`config.mk`:
```
export PLATFORM = sky130hd
export DESIGN_NAME = scanport_relay_seq
export DESIGN_NICKNAME = d
export VERILOG_FILES = /design/src/rtl/trc_relay_pkg.sv /design/src/rtl/trc_settle_timer.sv /design/src/rtl/scanport_relay_seq.sv
export SDC_FILE = /design/constraint.sdc
export NUM_CORES = 1
export LEC_CHECK = 0
export ABC_AREA = 1
export BUFFER_PORTS_ARGS = -buffer_cell sky130_fd_sc_hd__buf_2
export CAP_MARGIN = 20
export CORE_UTILIZATION = 30
export CTS_CLUSTER_DIAMETER = 50
export CTS_CLUSTER_SIZE = 40
export DETAILED_ROUTE_END_ITERATION = 6
export PLACE_DENSITY = 0.47
export REMOVE_ABC_BUFFERS = 1
export SLEW_MARGIN = 5
export SYNTH_ARGS = -nofsm -noshare
export SYNTH_HDL_FRONTEND = slang
export SYNTH_SLANG_ARGS = --single-unit
```
`constraint.sdc`:
```
create_clock -name OSC_RC -period 5.05 [get_ports OSC_RC]
set_clock_uncertainty 0.1 [all_clocks]
set_input_delay 0 -clock OSC_RC [delete_from_list [all_inputs] [get_ports OSC_RC]]
set_output_delay 0 -clock OSC_RC [all_outputs]
set_load 0.005 [all_outputs]
```
`src/rtl/trc_relay_pkg.sv`:
```
// Shared state encoding and step constants for the scanport relay sequencer.
// Defining TRC_TRM_REL_EN adds a fourth sequence step for the termination relay.
package trc_relay_pkg;

  localparam int DEFAULT_SETTLE_CYCLES = 5000;

  localparam int REL_GND = 0;
  localparam int REL_TAP = 1;
  localparam int REL_IO  = 2;

`ifdef TRC_TRM_REL_EN
  localparam int NUM_STEPS = 4;
  localparam int REL_TRM   = 3;
  typedef enum logic [2:0] {IDLE = 3'd0, STEP1, STEP2, STEP3, STEP4} seq_state_e;
`else
  localparam int NUM_STEPS = 3;
  typedef enum logic [2:0] {IDLE = 3'd0, STEP1, STEP2, STEP3} seq_state_e;
`endif

  // Zero-based step index of a running state.
  function automatic int step_num(seq_state_e s);
    case (s)
      STEP2:   return 1;
      STEP3:   return 2;
`ifdef TRC_TRM_REL_EN
      STEP4:   return 3;
`endif
      default: return 0;
    endcase
  endfunction

  function automatic seq_state_e step_state(int k);
    case (k)
      1:       return STEP2;
      2:       return STEP3;
`ifdef TRC_TRM_REL_EN
      3:       return STEP4;
`endif
      default: return STEP1;
    endcase
  endfunction

endpackage

```
`src/rtl/trc_settle_timer.sv`:
```
// Shared settle counter: load to CYCLES, count down, done while the count is 1
// so the step that follows lands exactly CYCLES edges after the load.
module trc_settle_timer
  import trc_relay_pkg::*;
#(
  parameter int CYCLES = DEFAULT_SETTLE_CYCLES
) (
  input  logic clk,
  input  logic rst_n,
  input  logic clr,
  input  logic load,
  output logic done
);

  localparam int W = $clog2(CYCLES + 1);

  logic [W-1:0] cnt_q, cnt_d;

  always_comb begin
    cnt_d = cnt_q;
    if (clr)                cnt_d = '0;
    else if (load)          cnt_d = W'(CYCLES);
    else if (cnt_q != '0)   cnt_d = cnt_q - W'(1);
  end

  always_ff @(posedge clk or negedge rst_n) begin
    if (!rst_n) cnt_q <= '0;
    else        cnt_q <= cnt_d;
  end

  assign done = (cnt_q == W'(1));

endmodule

```
`src/rtl/scanport_relay_seq.sv`:
```
// Sequences gnd/tap/io relays of one scanport per command with settle delays.
// Optional TRC_TRM_REL_EN adds a termination relay as the last connect step.
module scanport_relay_seq
  import trc_relay_pkg::*;
#(
  parameter int NUM_PORTS     = 2,
  parameter int SETTLE_CYCLES = DEFAULT_SETTLE_CYCLES
) (
  input  logic                 OSC_RC,
  input  logic                 TRC_RESET,
  input  logic                 cmd_valid,
  output logic                 cmd_ready,
  input  logic [2:0]           cmd_port,
  input  logic                 cmd_connect,
  input  logic                 abort_all,
  output logic [NUM_PORTS-1:0] gnd_rel,
  output logic [NUM_PORTS-1:0] tap_rel,
  output logic [NUM_PORTS-1:0] io_rel,
`ifdef TRC_TRM_REL_EN
  output logic [NUM_PORTS-1:0] trm_rel,
`endif
  output logic [NUM_PORTS-1:0] connected,
  output logic                 busy,
  output logic                 err,
  output seq_state_e           dbg_state
);

  seq_state_e                           state_q, state_d;
  logic [2:0]                           tgt_q, tgt_d;
  logic                                 conn_q, conn_d;
  logic                                 pend_q, pend_d;
  logic                                 err_q, err_d;
  logic [NUM_STEPS-1:0][NUM_PORTS-1:0]  rel_q, rel_d;
  logic [NUM_PORTS-1:0]                 con_q, con_d;
  logic                                 tmr_load, tmr_done, tgt_con, act_en;
  int                                   cur_k, act_k, act_rel;

  trc_settle_timer #(.CYCLES(SETTLE_CYCLES)) u_timer (
    .clk   (OSC_RC),
    .rst_n (TRC_RESET),
    .clr   (abort_all),
    .load  (tmr_load),
    .done  (tmr_done)
  );

  // Command handshake: a command transfers on a rising edge with cmd_valid and
  // cmd_ready both high; port/direction are latched then and checked one cycle later.
  assign cmd_ready = (state_q == IDLE) && !pend_q && !abort_all;

  always_comb begin
    state_d  = state_q;
    tgt_d    = tgt_q;
    conn_d   = conn_q;
    pend_d   = pend_q;
    err_d    = 1'b0;
    rel_d    = rel_q;
    con_d    = con_q;
    tmr_load = 1'b0;
    act_en   = 1'b0;
    act_k    = 0;
    act_rel  = 0;
    tgt_con  = 1'b0;
    cur_k    = step_num(state_q);
    for (int p = 0; p < NUM_PORTS; p++)
      if (tgt_q == 3'(p)) tgt_con = con_q[p];

    if (abort_all) begin
      state_d = IDLE;
      pend_d  = 1'b0;
      rel_d   = '0;
      con_d   = '0;
    end else begin
      case (state_q)
        IDLE: begin
          if (pend_q) begin
            pend_d = 1'b0;
            if (int'(tgt_q) >= NUM_PORTS || tgt_con == conn_q) begin
              err_d = 1'b1;
            end else begin
              state_d  = STEP1;
              tmr_load = 1'b1;
              act_en   = 1'b1;
            end
          end else if (cmd_valid && cmd_ready) begin
            tgt_d  = cmd_port;
            conn_d = cmd_connect;
            pend_d = 1'b1;
          end
        end
        default: begin
          if (tmr_done) begin
            if (cur_k == NUM_STEPS - 1) begin
              state_d = IDLE;
              for (int p = 0; p < NUM_PORTS; p++)
                if (tgt_q == 3'(p)) con_d[p] = conn_q;
            end else begin
              state_d  = step_state(cur_k + 1);
              tmr_load = 1'b1;
              act_en   = 1'b1;
              act_k    = cur_k + 1;
            end
          end
        end
      endcase

      // Connect walks relays gnd->tap->io(->trm); disconnect walks them in reverse.
      if (act_en) begin
        act_rel = conn_q ? act_k : (NUM_STEPS - 1 - act_k);
        for (int r = 0; r < NUM_STEPS; r++)
          for (int p = 0; p < NUM_PORTS; p++)
            if (r == act_rel && tgt_q == 3'(p)) rel_d[r][p] = conn_q;
      end
    end
  end

  always_ff @(posedge OSC_RC or negedge TRC_RESET) begin
    if (!TRC_RESET) begin
      state_q <= IDLE;
      tgt_q   <= '0;
      conn_q  <= 1'b0;
      pend_q  <= 1'b0;
      err_q   <= 1'b0;
      rel_q   <= '0;
      con_q   <= '0;
    end else begin
      state_q <= state_d;
      tgt_q   <= tgt_d;
      conn_q  <= conn_d;
      pend_q  <= pend_d;
      err_q   <= err_d;
      rel_q   <= rel_d;
      con_q   <= con_d;
    end
  end

  assign gnd_rel   = rel_q[REL_GND];
  assign tap_rel   = rel_q[REL_TAP];
  assign io_rel    = rel_q[REL_IO];
`ifdef TRC_TRM_REL_EN
  assign trm_rel   = rel_q[REL_TRM];
`endif
  assign connected = con_q;
  assign busy      = (state_q != IDLE);
  assign err       = err_q;
  assign dbg_state = state_q;

endmodule
```
Word-level counts from Yosys, hierarchy flattened

Index checks and enable logic that the tools add are counted.

Output and inout port bits: 14
Bits in latches: 0
Memory bits (writable): 0
Word-level logic and storage cells: 121
Bits in read-only memories: 0
Flip-flop bits (word level): 30
Input port bits: 8
Memories: 0

Bitwise operators: 2
Reduce and logical (&&, ||, !) cells: 41
Eq/ne operators: 13
Multiplexer cells: 47
Add/subtract/negate cells: 3
Multipliers: 0
Divide/modulo/power cells: 0
Magnitude comparators: 1
Shifts and indexed selects: 0

Operator list:

| operator                                                               | count |
|---|---|
| 32-bit 2-to-1 mux                                                      | 5 |
| 13-bit 2-to-1 mux                                                      | 3 |
| 32-bit by 2-bit adder with 32-bit output, second input constant        | 1 |
| 2-bit by 32-bit equality test with 1-bit output, first input constant  | 1 |
| 3-bit by 32-bit equality test with 1-bit output, first input constant  | 1 |
| 32-bit by 1-bit equality test with 1-bit output, second input constant | 1 |
| 32-bit by 2-bit equality test with 1-bit output, second input constant | 1 |
| 32-bit by 3-bit equality test with 1-bit output, second input constant | 1 |
| 32-bit zero test                                                       | 1 |
| 3-bit by 32-bit subtractor with 32-bit output, first input constant    | 1 |
| 1-bit 2-to-1 mux                                                       | 25 |
| 2-bit nonzero test                                                     | 12 |
| 3-bit 2-to-1 mux                                                       | 5 |
| 13-bit by 1-bit equality test with 1-bit output, second input constant | 1 |
| 13-bit nonzero test                                                    | 1 |
| 13-bit by 1-bit subtractor with 13-bit output, second input constant   | 1 |
| 6-bit 2-to-1 mux                                                       | 2 |
| 2-bit AND reduction                                                    | 6 |
| 4-bit AND reduction                                                    | 3 |
| 2-bit 2-to-1 mux                                                       | 5 |
| 1-bit logical AND                                                      | 9 |
| 3-bit nonzero test                                                     | 3 |
| 2-bit one-hot mux with 2 select lines                                  | 2 |
| 3-bit by 2-bit equality test with 1-bit output, second input constant  | 2 |
| other kinds (10)                                                       | 14 |

Logic depth before layout (Yosys ltp)

Gate-level depths: netlist (run 1).

Depth in word-level cells: 14
Mapped depth: 20
Gate-level depth less buffers: 20

Cells and area by module

From an unflattened synthesis (run 1), not the netlist that was laid out.

Cells, all modules: 262
Area, all modules: 1,878.1 um^2

Modules (own cells, without submodules):

| module             | instances | cells each | sequential area each (um^2) | area each (um^2) |
|---|---|---|---|---|
| scanport_relay_seq | 1         | 144        | 400.4                       | 1,052.3 |
| trc_settle_timer   | 1         | 118        | 325.3                       | 825.8 |

Worst setup path after synthesis (run 1)

No wires, ideal clock.

Path kind: reg-to-reg
Start: register state_q[0] (netlist: dbg_state[0])
End: register rel_q (netlist bit gnd_rel[0])
Required time: 4,833 ps
Arrival: 2,136 ps
Cell stages (with the launch flop): 17
Slack: 2,697 ps
Clock period less this slack: 2,353 ps
Path buffers: 0
Library setup time: 117 ps
Cells stage by stage: dfrtp_1 -> inv_1 -> ha_1 -> nor2_1 -> nand4_2 -> inv_1 -> ha_1 -> inv_1 -> ha_1 -> inv_1 -> nand2_1 -> a21oi_2 -> nand2_1 -> nand2_1 -> nand2_1 -> nand2_1 -> nand2_1

Longest elaborated chain between the ends: 13
Elaborated cells on any way between the ends: 21
Classes of those cells: add/sub (2); eq/ne (3); mux (10); reduce/logical (6)

Ends and longest elaborated chain:

| what                                                                                                               | line                                                | RTL |
|---|---|---|
| start: declaration                                                                                                 | scanport_relay_seq.sv:28                            | `seq_state_e state_q, state_d;` |
| start signal: assignment                                                                                           | scanport_relay_seq.sv:126                           | `state_q <= state_d;` |
| 3-bit by 2-bit equality test with 1-bit output                                                                     | trc_relay_pkg.sv:22                                 | `case (s)` |
| 2-bit one-hot mux with 2 select lines                                                                              | trc_relay_pkg.sv:22                                 |  |
| 32-bit by 2-bit adder with 32-bit output / 32-bit by 3-bit equality test with 1-bit output (equally long branches) | scanport_relay_seq.sv:100, scanport_relay_seq.sv:92 |  |
| 32-bit 2-to-1 mux                                                                                                  | scanport_relay_seq.sv:92                            | `if (cur_k == NUM_STEPS - 1) begin` |
| 32-bit 2-to-1 mux                                                                                                  | scanport_relay_seq.sv:91                            | `if (tmr_done) begin` |
| 32-bit 2-to-1 mux                                                                                                  | scanport_relay_seq.sv:73                            | `case (state_q)` |
| 32-bit 2-to-1 mux                                                                                                  | scanport_relay_seq.sv:67                            | `if (abort_all) begin` |
| 3-bit by 32-bit subtractor with 32-bit output                                                                      | scanport_relay_seq.sv:108                           | `act_rel = conn_q ? act_k : (NUM_STEPS - 1 - act_k);` |
| 32-bit 2-to-1 mux                                                                                                  | scanport_relay_seq.sv:108                           |  |
| 32-bit zero test                                                                                                   | scanport_relay_seq.sv:111                           | `if (r == act_rel && tgt_q == 3'(p)) rel_d[r][p] = conn_q;` |
| 1-bit logical AND                                                                                                  | scanport_relay_seq.sv:111                           |  |
| 2-bit nonzero test (no line)                                                                                       | --                                                  |  |
| 2-bit AND reduction (no line) (*)                                                                                  | --                                                  |  |
| end signal: assignment                                                                                             | scanport_relay_seq.sv:131                           | `rel_q <= rel_d;` |
| end: declaration                                                                                                   | scanport_relay_seq.sv:33                            | `logic [NUM_STEPS-1:0][NUM_PORTS-1:0] rel_q, rel_d;` |

Every way passes the cells marked *; elsewhere a longest branch is shown, timed or not. The select of a mux whose other input is x is not followed.
A chain may end at the register's enable or synchronous reset.

Worst setup path after layout (run 1)

Start: register state_q[0] (netlist: dbg_state[0])
End: register rel_q (netlist bit io_rel[0])

Longest elaborated chain between the ends: 13
Elaborated cells on any way between the ends: 21
Classes of those cells: add/sub (2); eq/ne (4); mux (10); reduce/logical (5)

Ends and longest elaborated chain:

| what                                                                                                               | line |
|---|---|
| 3-bit by 2-bit equality test with 1-bit output                                                                     | trc_relay_pkg.sv:22 |
| 2-bit one-hot mux with 2 select lines                                                                              | trc_relay_pkg.sv:22 |
| 32-bit by 2-bit adder with 32-bit output / 32-bit by 3-bit equality test with 1-bit output (equally long branches) | scanport_relay_seq.sv:100, scanport_relay_seq.sv:92 |
| 32-bit 2-to-1 mux                                                                                                  | scanport_relay_seq.sv:92 |
| 32-bit 2-to-1 mux                                                                                                  | scanport_relay_seq.sv:91 |
| 32-bit 2-to-1 mux                                                                                                  | scanport_relay_seq.sv:73 |
| 32-bit 2-to-1 mux                                                                                                  | scanport_relay_seq.sv:67 |
| 3-bit by 32-bit subtractor with 32-bit output                                                                      | scanport_relay_seq.sv:108 |
| 32-bit 2-to-1 mux                                                                                                  | scanport_relay_seq.sv:108 |
| 3-bit by 32-bit equality test with 1-bit output                                                                    | scanport_relay_seq.sv:111 |
| 1-bit logical AND                                                                                                  | scanport_relay_seq.sv:111 |
| 2-bit nonzero test (no line)                                                                                       | -- |
| 2-bit AND reduction (no line) (*)                                                                                  | -- |

Marked as above.

==> flow_summary.toml, run 1 <==
[sta]
relSlewSlack_pct = 55.7
tightest_slew_ns = 0.664
period_needed_ns = 2.63
rsz0062_at_grt = "false"
tns_ns = 0
holdWs_ns = 0.0342
max_freq_mhz = 380
min_period_over_period_pct = 52.2
setup_violations = 0
drv_slew = 0
final-hold-violation-count = 0

[grt]
use_met3_pct = 3.30
gr-usage-all-layers_pct = 14.6
grt_max_degree = 30
grt_use_met2_pct = 21.6
antenna_found_initial = 0
gr-max-usage-layer = "met2"
grtUsageMet1_pct = 20.9
grt_pass1_wl_mm = 7.45
gr-total-overflow = 0
first_global_vias = 1563

[route]
drt-pass1-iter-count = 4
drc = 0
num_vias = 1610
wl_mm = 4.18
drt.antenna.violating_nets = 0
initialDrtViolationCount = 61
via_per_inst = 4.69
wl_per_cell_um = 12.2

[power_and_ir_drop]
power_density_nw_per_um2 = 590
design_power_total_uw = 1330
irDropWorstVdd_uv = 224
leakage_uw = 0.00113

[place]
dp_hpwl_mm = 3.07
portBuffers = 20
gp_congestion = 0.787

[worst_setup_path]
path_class = "flip-flop to flip-flop"
start_kind = "flip-flop"
crit_arrival_ns = 2.70
critPathCaptureType = "flip-flop"
crit_fanout = 6
required_ns = 5.11

[status]
status = "finished clean"

[synth]
yosysSeqAreaShare_pct = 37.6
synth-xor-area-share_pct = 2.72
yosysTopAreaCell = "dfrtp_1"
yosys-top-cells-count = "nand2_1, dfrtp_1, inv_1"
synth_top_cell_area_share_pct = 37.6
synthArstFlopShare_pct = 100
ys_types = 40
synth_mux_area_share_pct = 2.27
synth-adder-area-share_pct = 5.83
synth_cells = 238
synth_compound_area_share_pct = 8.94
synth_top_family_by_area = "simple AND/OR/NAND/NOR gates"
synthTopCellsByArea = "dfrtp_1, nand2_1, ha_1"
synthSimpleGateAreaFrac_pct = 35.7
synth-main-ff-cell = "dfrtp_1"
netlist_area_um2 = 1930
synth_warnings = 0
yosysMostFrequentCell = "nand2_1"
ys_ff_latch = 29
synth_edf_count = 0
syn_avg_cell_area_um2 = 8.11

[clocking]
root_buffer = "clkbuf_8"
insertion_delay_ns = 0.27
cts_tree = "built"
clk_pin_slew_ns = 0.06
numCtsBuffers = 5
cts_max_level = 2
ctsLongestPathBuffers = 2
cts.sinks = 29
cts_resized = 0

[floorplan]
die_h_um = 82.2
die_w_um = 82.2
row_count = 28
core_um2 = 6060
ioPinCount = 22
start_util_pct = 31.9
dieArea_um2 = 6760

[cells_and_area]
drive_above_1_share_pct = 22.0
area_delta_synth_final_pct = 16.7
diodes = 0
fin_nets = 285

[flow_run]
maxCapViolations = 0

[min_path]
hold_class = "primary input to flip-flop"
## power by group
part | internal [µW] | total (µW) | switching [µW]
combinational | 265 | 717 | 452
clock | 108 | 191 | 82.8
sequential | 325 | 420 | 95.9
## cell families (layout without fill, tap and decap cells)
family | count (synthesis) | after routing
simple gates | 129 | 129
buf+inv | 31 | 61
compound gates | 29 | 29
flops | 29 | 29
fa+ha+maj | 9 | 9
xor+xnor | 6 | 6
mux | 4 | 4
other cells | 1 | 1
## sequential cells by signal (all words and copies together), names as in the netlist
signal         flops
connected          2
pend_q             1
err                1
u_timer.cnt_q     13
dbg_state          2
io_rel             2
gnd_rel            2
conn_q             1
tap_rel            2
tgt_q              3
## worst max-delay path, cell delays in order (launching register included)
cell,delay [ns]
dfrtp_1,0.38
inv_1,0.11
ha_1,0.31
nor2_1,0.27
nand4_2,0.20
inv_1,0.09
ha_1,0.14
inv_1,0.04
ha_1,0.26
inv_1,0.05
nand2_1,0.07
a21oi_2,0.17
nand2_1,0.08
nand2_1,0.08
nand2_1,0.07
nand2_1,0.06
nand2_1,0.04
## cell type report
| type | instances | area (µm²) |
|---|---|---|
| fillers | 631 | 3810 |
| multi-input cells | 178 | 1070 |
| flip-flops and latches | 29 | 726 |
| repair buffers | 27 | 170 |
| inverters | 27 | 101 |
| well taps | 75 | 93.8 |
| clock buffers | 7 | 86.3 |
## path summary, 6_finish.rpt
check	end	slack, ns	cells after the start	startpoint
setup / recovery	io_rel[0]$_DFFE_PN0P_	2.42	16	dbg_state[0]$_DFFE_PN0P_
hold reg to reg	gnd_rel[0]$_DFFE_PN0P_	0.37	2	gnd_rel[0]$_DFFE_PN0P_
min in group asynchronous	u_timer.cnt_q[7]$_DFFE_PN0P_	0.20	2	TRC_RESET
hold / removal	conn_q$_DFFE_PN0P_	0.03	3	cmd_valid
max in group asynchronous	connected[0]$_DFFE_PN0P_	4.22	2	TRC_RESET
setup reg to reg	io_rel[0]$_DFFE_PN0P_	2.42	16	dbg_state[0]$_DFFE_PN0P_
## layer usage
| layer | part of all wire, % | up-vias |
|---|---|---|
| li1 | - | 844 |
| met1 | 54 | 733 |
| met2 | 42 | 28 |
| met3 | 2.4 | 5 |
| met4 | 1.4 | 0 |
| met5 | 0 | - |
## cells in the final DEF (no fill, tap or decap), types with 4 or more instances in the layout
cell type / Yosys / routed
nand2_1: 56 / 56
dfrtp_1: 29 / 29
inv_1: 20 / 20
buf_2: 2 / 20
nor2_1: 19 / 19
nand3_1: 17 / 17
a21oi_1: 12 / 12
nand4_1: 10 / 10
ha_1: 9 / 9
dlygate4sd3_1: 0 / 7
o21ai_0: 6 / 6
clkbuf_8: 0 / 6
nor2_4: 5 / 5
xor2_1: 5 / 5
inv_2: 4 / 4
nand2_2: 4 / 4
## through the flow
step	utilization [%]	instances	setup slack [ns]	area (µm²)
2_1_floorplan	-	234	2.69	1900
3_3_place_gp	34.6	329	2.41	2100
3_5_place_dp	34.6	329	2.41	2100
4_1_cts	37.2	343	2.40	2250
5_1_grt	37.2	343	2.11	2250
6_report	37.2	343	2.42	2250
## timing repair
item,4_1_cts,5_1_grt
setup buffers,0,0
hold buffers,7,0
endpoints found under the hold margin,34,0
Note: power is estimated with default switching activity, not from simulation.
==> run 2, diff against run 1 <==
==> constraint.sdc (replaced) <==
create_clock -name OSC_RC -period 2.5 [get_ports OSC_RC]
set_clock_uncertainty 0.1 [all_clocks]
set_input_delay 0 -clock OSC_RC [delete_from_list [all_inputs] [get_ports OSC_RC]]
set_output_delay 0 -clock OSC_RC [all_outputs]
set_load 0.005 [all_outputs]
==> run 2 against run 1 <==
Effect of this change:
- cell count rose by 6.4%
- wire length rose by 8.5%
- maximum frequency rose by 11%
- first-iteration DRC count rose by 9.8%
- critical path depth rose by 2
- largest cell class unchanged
- largest power group unchanged
- highest routed layer unchanged
==> flow_summary.toml, run 2 (synthesized netlist as in run 1, its figures left out) <==
[cells_and_area]
reg.largest.list = "u_timer.cnt_q: 13 flops, tgt_q: 3 flops"
fin_cells = 365
layout_commonest_cell = "nand2_1"
drive_above_1_share_pct = 32.8
fin_nets = 306
fin_util_pct = 40.8
fin_area_um2 = 2470
diodes = 0
regArea_um2 = 726
layout_common_cells = "nand2_1, dfrtp_1, buf_2, buf_4"
area_delta_synth_final_pct = 28.1
top_register = "u_timer.cnt_q"
fillers = 643
multi_input_area_um2 = 1120
largest_reg_flops = 13

[place]
place_inst = 348
placed_cell_area_um2 = 2240
gp_congestion = 0.774
dp_hpwl_mm = 3.31
portBuffers = 20
place_worst_setup_slack_ns = 0.125

[power_and_ir_drop]
clockPowerShare_pct = 14.6
switchingPower_uw = 1370
irDropWorstVdd_uv = 368
p_int_uw = 1650
power_density_nw_per_um2 = 1220
power.share.sequential_pct = 27.4
pwr-share-comb_pct = 58.1
leakage_uw = 0.00124
swShare_pct = 45.4

[sta]
tightest_slew_ns = 0.698
setup_violations = 0
period_needed_ns = 2.38
fin_ws_ns = 0.117
min_period_over_period_pct = 95.3
drv_slew = 0
relSlewSlack_pct = 53.5
final-hold-violation-count = 0
rsz0062_at_grt = "true"
max_freq_mhz = 420

[worst_setup_path]
r2r_start = "u_timer.cnt_q[9]$_DFFE_PN0P_"
start_kind = "flip-flop"
crit_fanout = 3
critPathCaptureType = "flip-flop"
path_class = "flip-flop to flip-flop"
startpoint = "u_timer.cnt_q[9]$_DFFE_PN0P_"
required_ns = 2.57
crit_arrival_ns = 2.46
ff2ff_path_depth = 18

[flow_run]
maxCapViolations = 0

[grt]
first_global_vias = 1649
grt_max_degree = 30
gr-usage-all-layers_pct = 15.3
antenna_found_initial = 0
grt_pass1_wl_mm = 7.56
gr-total-overflow = 0

[route]
drt-pass1-iter-count = 4
num_vias = 1719
drt.antenna.violating_nets = 0
initialDrtViolationCount = 67
drc = 0
via_per_inst = 4.71
wl_per_cell_um = 12.4
wl_mm = 4.53

[min_path]
holdPathStages = 3
hold_class = "primary input to flip-flop"
min_from = "cmd_valid"

[clocking]
insertion_delay_ns = 0.28
numCtsBuffers = 5
cts_tree = "built"
clk_pin_slew_ns = 0.07
ctsLongestPathBuffers = 2
cts_max_level = 2
cts.sinks = 29
root_buffer = "clkbuf_8"

[status]
status = "finished clean"

[floorplan]
dieArea_um2 = 6760
start_util_pct = 31.9
die_w_um = 82.2
die_h_um = 82.2
ioPinCount = 22
row_count = 28
core_um2 = 6060
==> run 2: final timing paths <==
| check | end | slack, ns |
|---|---|---|
| max in group asynchronous | pend_q$_DFFE_PN0P_ | 1.65 |
| max reg2reg | io_rel[0]$_DFFE_PN0P_ | 0.12 |
| min reg2reg | gnd_rel[1]$_DFFE_PN0P_ | 0.36 |
| min in group asynchronous | dbg_state[0]$_DFFE_PN0P_ | 0.20 |
| min | conn_q$_DFFE_PN0P_ | 0.04 |
| max | io_rel[0]$_DFFE_PN0P_ | 0.12 |
==> run 2: what timing repair did <==
action / 4_1_cts / 5_1_grt
hold buffers: 7 / 0
hold endpoints to repair: 34 / 0
endpoints found under the setup margin: 0 / 6
gates resized for setup: 0 / 16
setup buffers: 0 / 2
==> run 2: critical path, cell delays in order, from the launching register on <==
cell	delay, ns
dfrtp_1	0.39
nor2_2	0.16
nand3b_1	0.14
nor2_4	0.15
nand2_2	0.07
inv_2	0.06
nand2_2	0.05
nor2_2	0.11
ha_2	0.17
inv_2	0.04
ha_4	0.22
inv_2	0.06
nand2_4	0.06
a21oi_4	0.16
nand2_1	0.07
nand2_1	0.09
nand2_1	0.07
nand2_1	0.05
nand2_1	0.04
==> run 2: cell type report <==
type                       count  area share, %
timing repair buffer          48           13.4
tap                           75           3.79
multi-input combinational    178           45.3
sequential                    29           29.3
inverter                      27           4.10
clock buffer                   7           3.89
clock inverter                 1          0.202
==> run 2: metrics by stage <==
stage | power, µW | hold WS [ns] | TNS, ns
6_report | 3020 | 0.0378 | 0
4_1_cts | 3010 | 0.0341 | 0
5_1_grt | 3290 | 0.0651 | -0.654
3_5_place_dp | 2530 | 0.000327 | 0
2_1_floorplan | 1970 | -0.396 | 0
3_3_place_gp | 2530 | -0.00454 | 0
==> run 2: per-layer routing <==
| metal | vias up | GRT usage [%] | part of all wire, % |
|---|---|---|---|
| li1 | 886 | - | - |
| met1 | 802 | 20.0 | 52 |
| met2 | 25 | 23.8 | 44 |
| met3 | 6 | 3.63 | 2.7 |
| met4 | 0 | 6.84 | 1.8 |
| met5 | - | 0 | 0 |
==> run 2: power by group through the flow <==
stage | registers [µW] | logic [µW] | clock network [µW]
CTS | 828 | 1720 | 459
detailed placement | 835 | 1700 | 0
finish | 827 | 1750 | 439
global route | 855 | 1960 | 481
floorplan | 826 | 1140 | 0
global placement | 834 | 1690 | 0
==> run 3, diff against run 2 <==
--- a/config.mk
+++ b/config.mk
@@ -9,6 +9,7 @@
 export BUFFER_PORTS_ARGS = -buffer_cell sky130_fd_sc_hd__buf_2
 export CAP_MARGIN = 20
 export CORE_UTILIZATION = 30
+export CTS_BUF_LIST = sky130_fd_sc_hd__clkbuf_4
 export CTS_CLUSTER_DIAMETER = 50
 export CTS_CLUSTER_SIZE = 40
 export DETAILED_ROUTE_END_ITERATION = 6
==> run 3 against run 2 <==
Effect of this change:
- power is 5.2% lower
- die area stayed put
- global-route usage rose by 0.093 points
- cell count rose by 0.82%
- sequential share of layout area is 0.28 points higher
- setup slack worse by 0.0052 ns
- combinational power about the same
- final area is 0.96% lower
- sequential cell count is the same
- largest power group unchanged
- highest routed layer unchanged
==> flow_summary.toml, run 3 (synthesized netlist as in run 1, its figures left out) <==
[worst_setup_path]
path_class = "flip-flop to flip-flop"
required_ns = 2.62
crit_fanout = 3
critPathCaptureType = "flip-flop"
start_kind = "flip-flop"
crit_arrival_ns = 2.51

[floorplan]
die_w_um = 82.2
die_h_um = 82.2
core_um2 = 6060
dieArea_um2 = 6760
row_count = 28
start_util_pct = 31.9
ioPinCount = 22

[cells_and_area]
fillers = 642
drive_above_1_share_pct = 32.1
regArea_um2 = 726
fin_cells = 368
largest_reg_flops = 13
top_register = "u_timer.cnt_q"
fin_area_um2 = 2450
layout_common_cells = "nand2_1, dfrtp_1, buf_4"
reg.largest.list = "u_timer.cnt_q: 13 flops, tgt_q: 3 flops"
diodes = 0
multi_input_area_um2 = 1120
layout_commonest_cell = "nand2_1"
fin_nets = 309
area_delta_synth_final_pct = 26.9

[route]
num_vias = 1724
via_per_inst = 4.68
wl_mm = 4.56
drc = 0
drt.antenna.violating_nets = 0
wl_per_cell_um = 12.4
drt-pass1-iter-count = 4
initialDrtViolationCount = 91

[sta]
period_needed_ns = 2.39
tns_ns = 0
max_freq_mhz = 419
rsz0062_at_grt = "true"
setup_violations = 0
min_period_over_period_pct = 95.5
fin_ws_ns = 0.111
drv_slew = 0
relSlewSlack_pct = 53.1
tightest_slew_ns = 0.703
final-hold-violation-count = 0

[clocking]
root_buffer = "clkbuf_4"
insertion_delay_ns = 0.33
clk_pin_slew_ns = 0.10
cts_max_level = 2
ctsLongestPathBuffers = 2
cts.sinks = 29
cts_tree = "built"
numCtsBuffers = 5

[grt]
gr-usage-all-layers_pct = 15.4
grt_pass1_wl_mm = 7.65
gr-total-overflow = 0
first_global_vias = 1672
antenna_found_initial = 0
grt_max_degree = 30

[place]
place_worst_setup_slack_ns = 0.125
placed_cell_area_um2 = 2240
gp_congestion = 0.774
place_inst = 348
portBuffers = 20
dp_hpwl_mm = 3.31

[status]
status = "finished clean"

[power_and_ir_drop]
design_power_total_uw = 2860
power_density_nw_per_um2 = 1170
irDropWorstVdd_uv = 338
leakage_uw = 0.00124

[min_path]
hold_class = "primary input to async pin"

[flow_run]
maxCapViolations = 0
[run 3: cell types whose count changed in the layout (fill, tap and decap cells not counted)]
cell           delta
clkbuf_4          +5
clkbuf_8          -7
clkinv_1          +2
dlygate4sd3_1     +2
buf_4             +1
[run 3: cell type report]
type | count | share of cell area, %
clock inverters | 3 | 0.511
inverters | 27 | 4.14
well taps | 75 | 3.83
flip-flops and latches | 29 | 29.6
clock buffers | 5 | 1.53
repair buffers | 51 | 14.7
multi-input cells | 178 | 45.7
[run 3: metrics by stage]
stage / utilization, % / hold slack [ns]
finish: 40.4 / 0.148
global route: 40.4 / 0.228
CTS: 39.2 / 0.162
detailed placement: 36.9 / 0.000327
global placement: 36.9 / -0.00454
floorplan: - / -0.396
[run 3: repair_timing]
item / 4_1_cts / 5_1_grt
buffers inserted: 0 / 3
hold endpoints to repair: 34 / 0
hold buffers: 9 / 0
endpoints found under the setup margin: 0 / 6
gates resized for setup: 0 / 16
[run 3: critical path, stage by stage, from the launching register on]
cell	delay (ns)
dfrtp_1	0.40
nor2_2	0.16
nand3b_1	0.14
nor2_4	0.15
nand2_2	0.07
inv_2	0.06
nand2_2	0.05
nor2_2	0.11
ha_2	0.17
inv_2	0.04
ha_4	0.22
inv_2	0.06
nand2_4	0.06
a21oi_4	0.16
nand2_1	0.07
nand2_1	0.09
nand2_1	0.07
nand2_1	0.05
nand2_1	0.04
[run 3: final timing paths]
kind	from	to	slack, ns	cells past startpoint
min in group OSC_RC	cmd_port[2]	tgt_q[2]$_DFFE_PN0P_	0.33	3
worst max-delay path	u_timer.cnt_q[9]$_DFFE_PN0P_	io_rel[0]$_DFFE_PN0P_	0.11	18
max in group asynchronous	TRC_RESET	pend_q$_DFFE_PN0P_	1.70	2
worst min-delay path	TRC_RESET	dbg_state[0]$_DFFE_PN0P_	0.15	2
worst min register to register	gnd_rel[1]$_DFFE_PN0P_	gnd_rel[1]$_DFFE_PN0P_	0.37	2
worst max register to register	u_timer.cnt_q[9]$_DFFE_PN0P_	io_rel[0]$_DFFE_PN0P_	0.11	18
[run 3: power breakdown]
part	internal [µW]	switching (µW)	leakage [µW]
sequential	654	170	0.000378
clock	102	172	0.0000300
combinational	753	1010	0.000827
[run 3: layer usage]
metal | track usage [%] | vias to the layer above | wire [µm]
met4 | 6.32 | 0 | 76
met2 | 24.3 | 22 | 2030
met1 | 20.1 | 802 | 2350
met3 | 3.63 | 6 | 105
li1 | - | 894 | -
met5 | 0 | - | 0
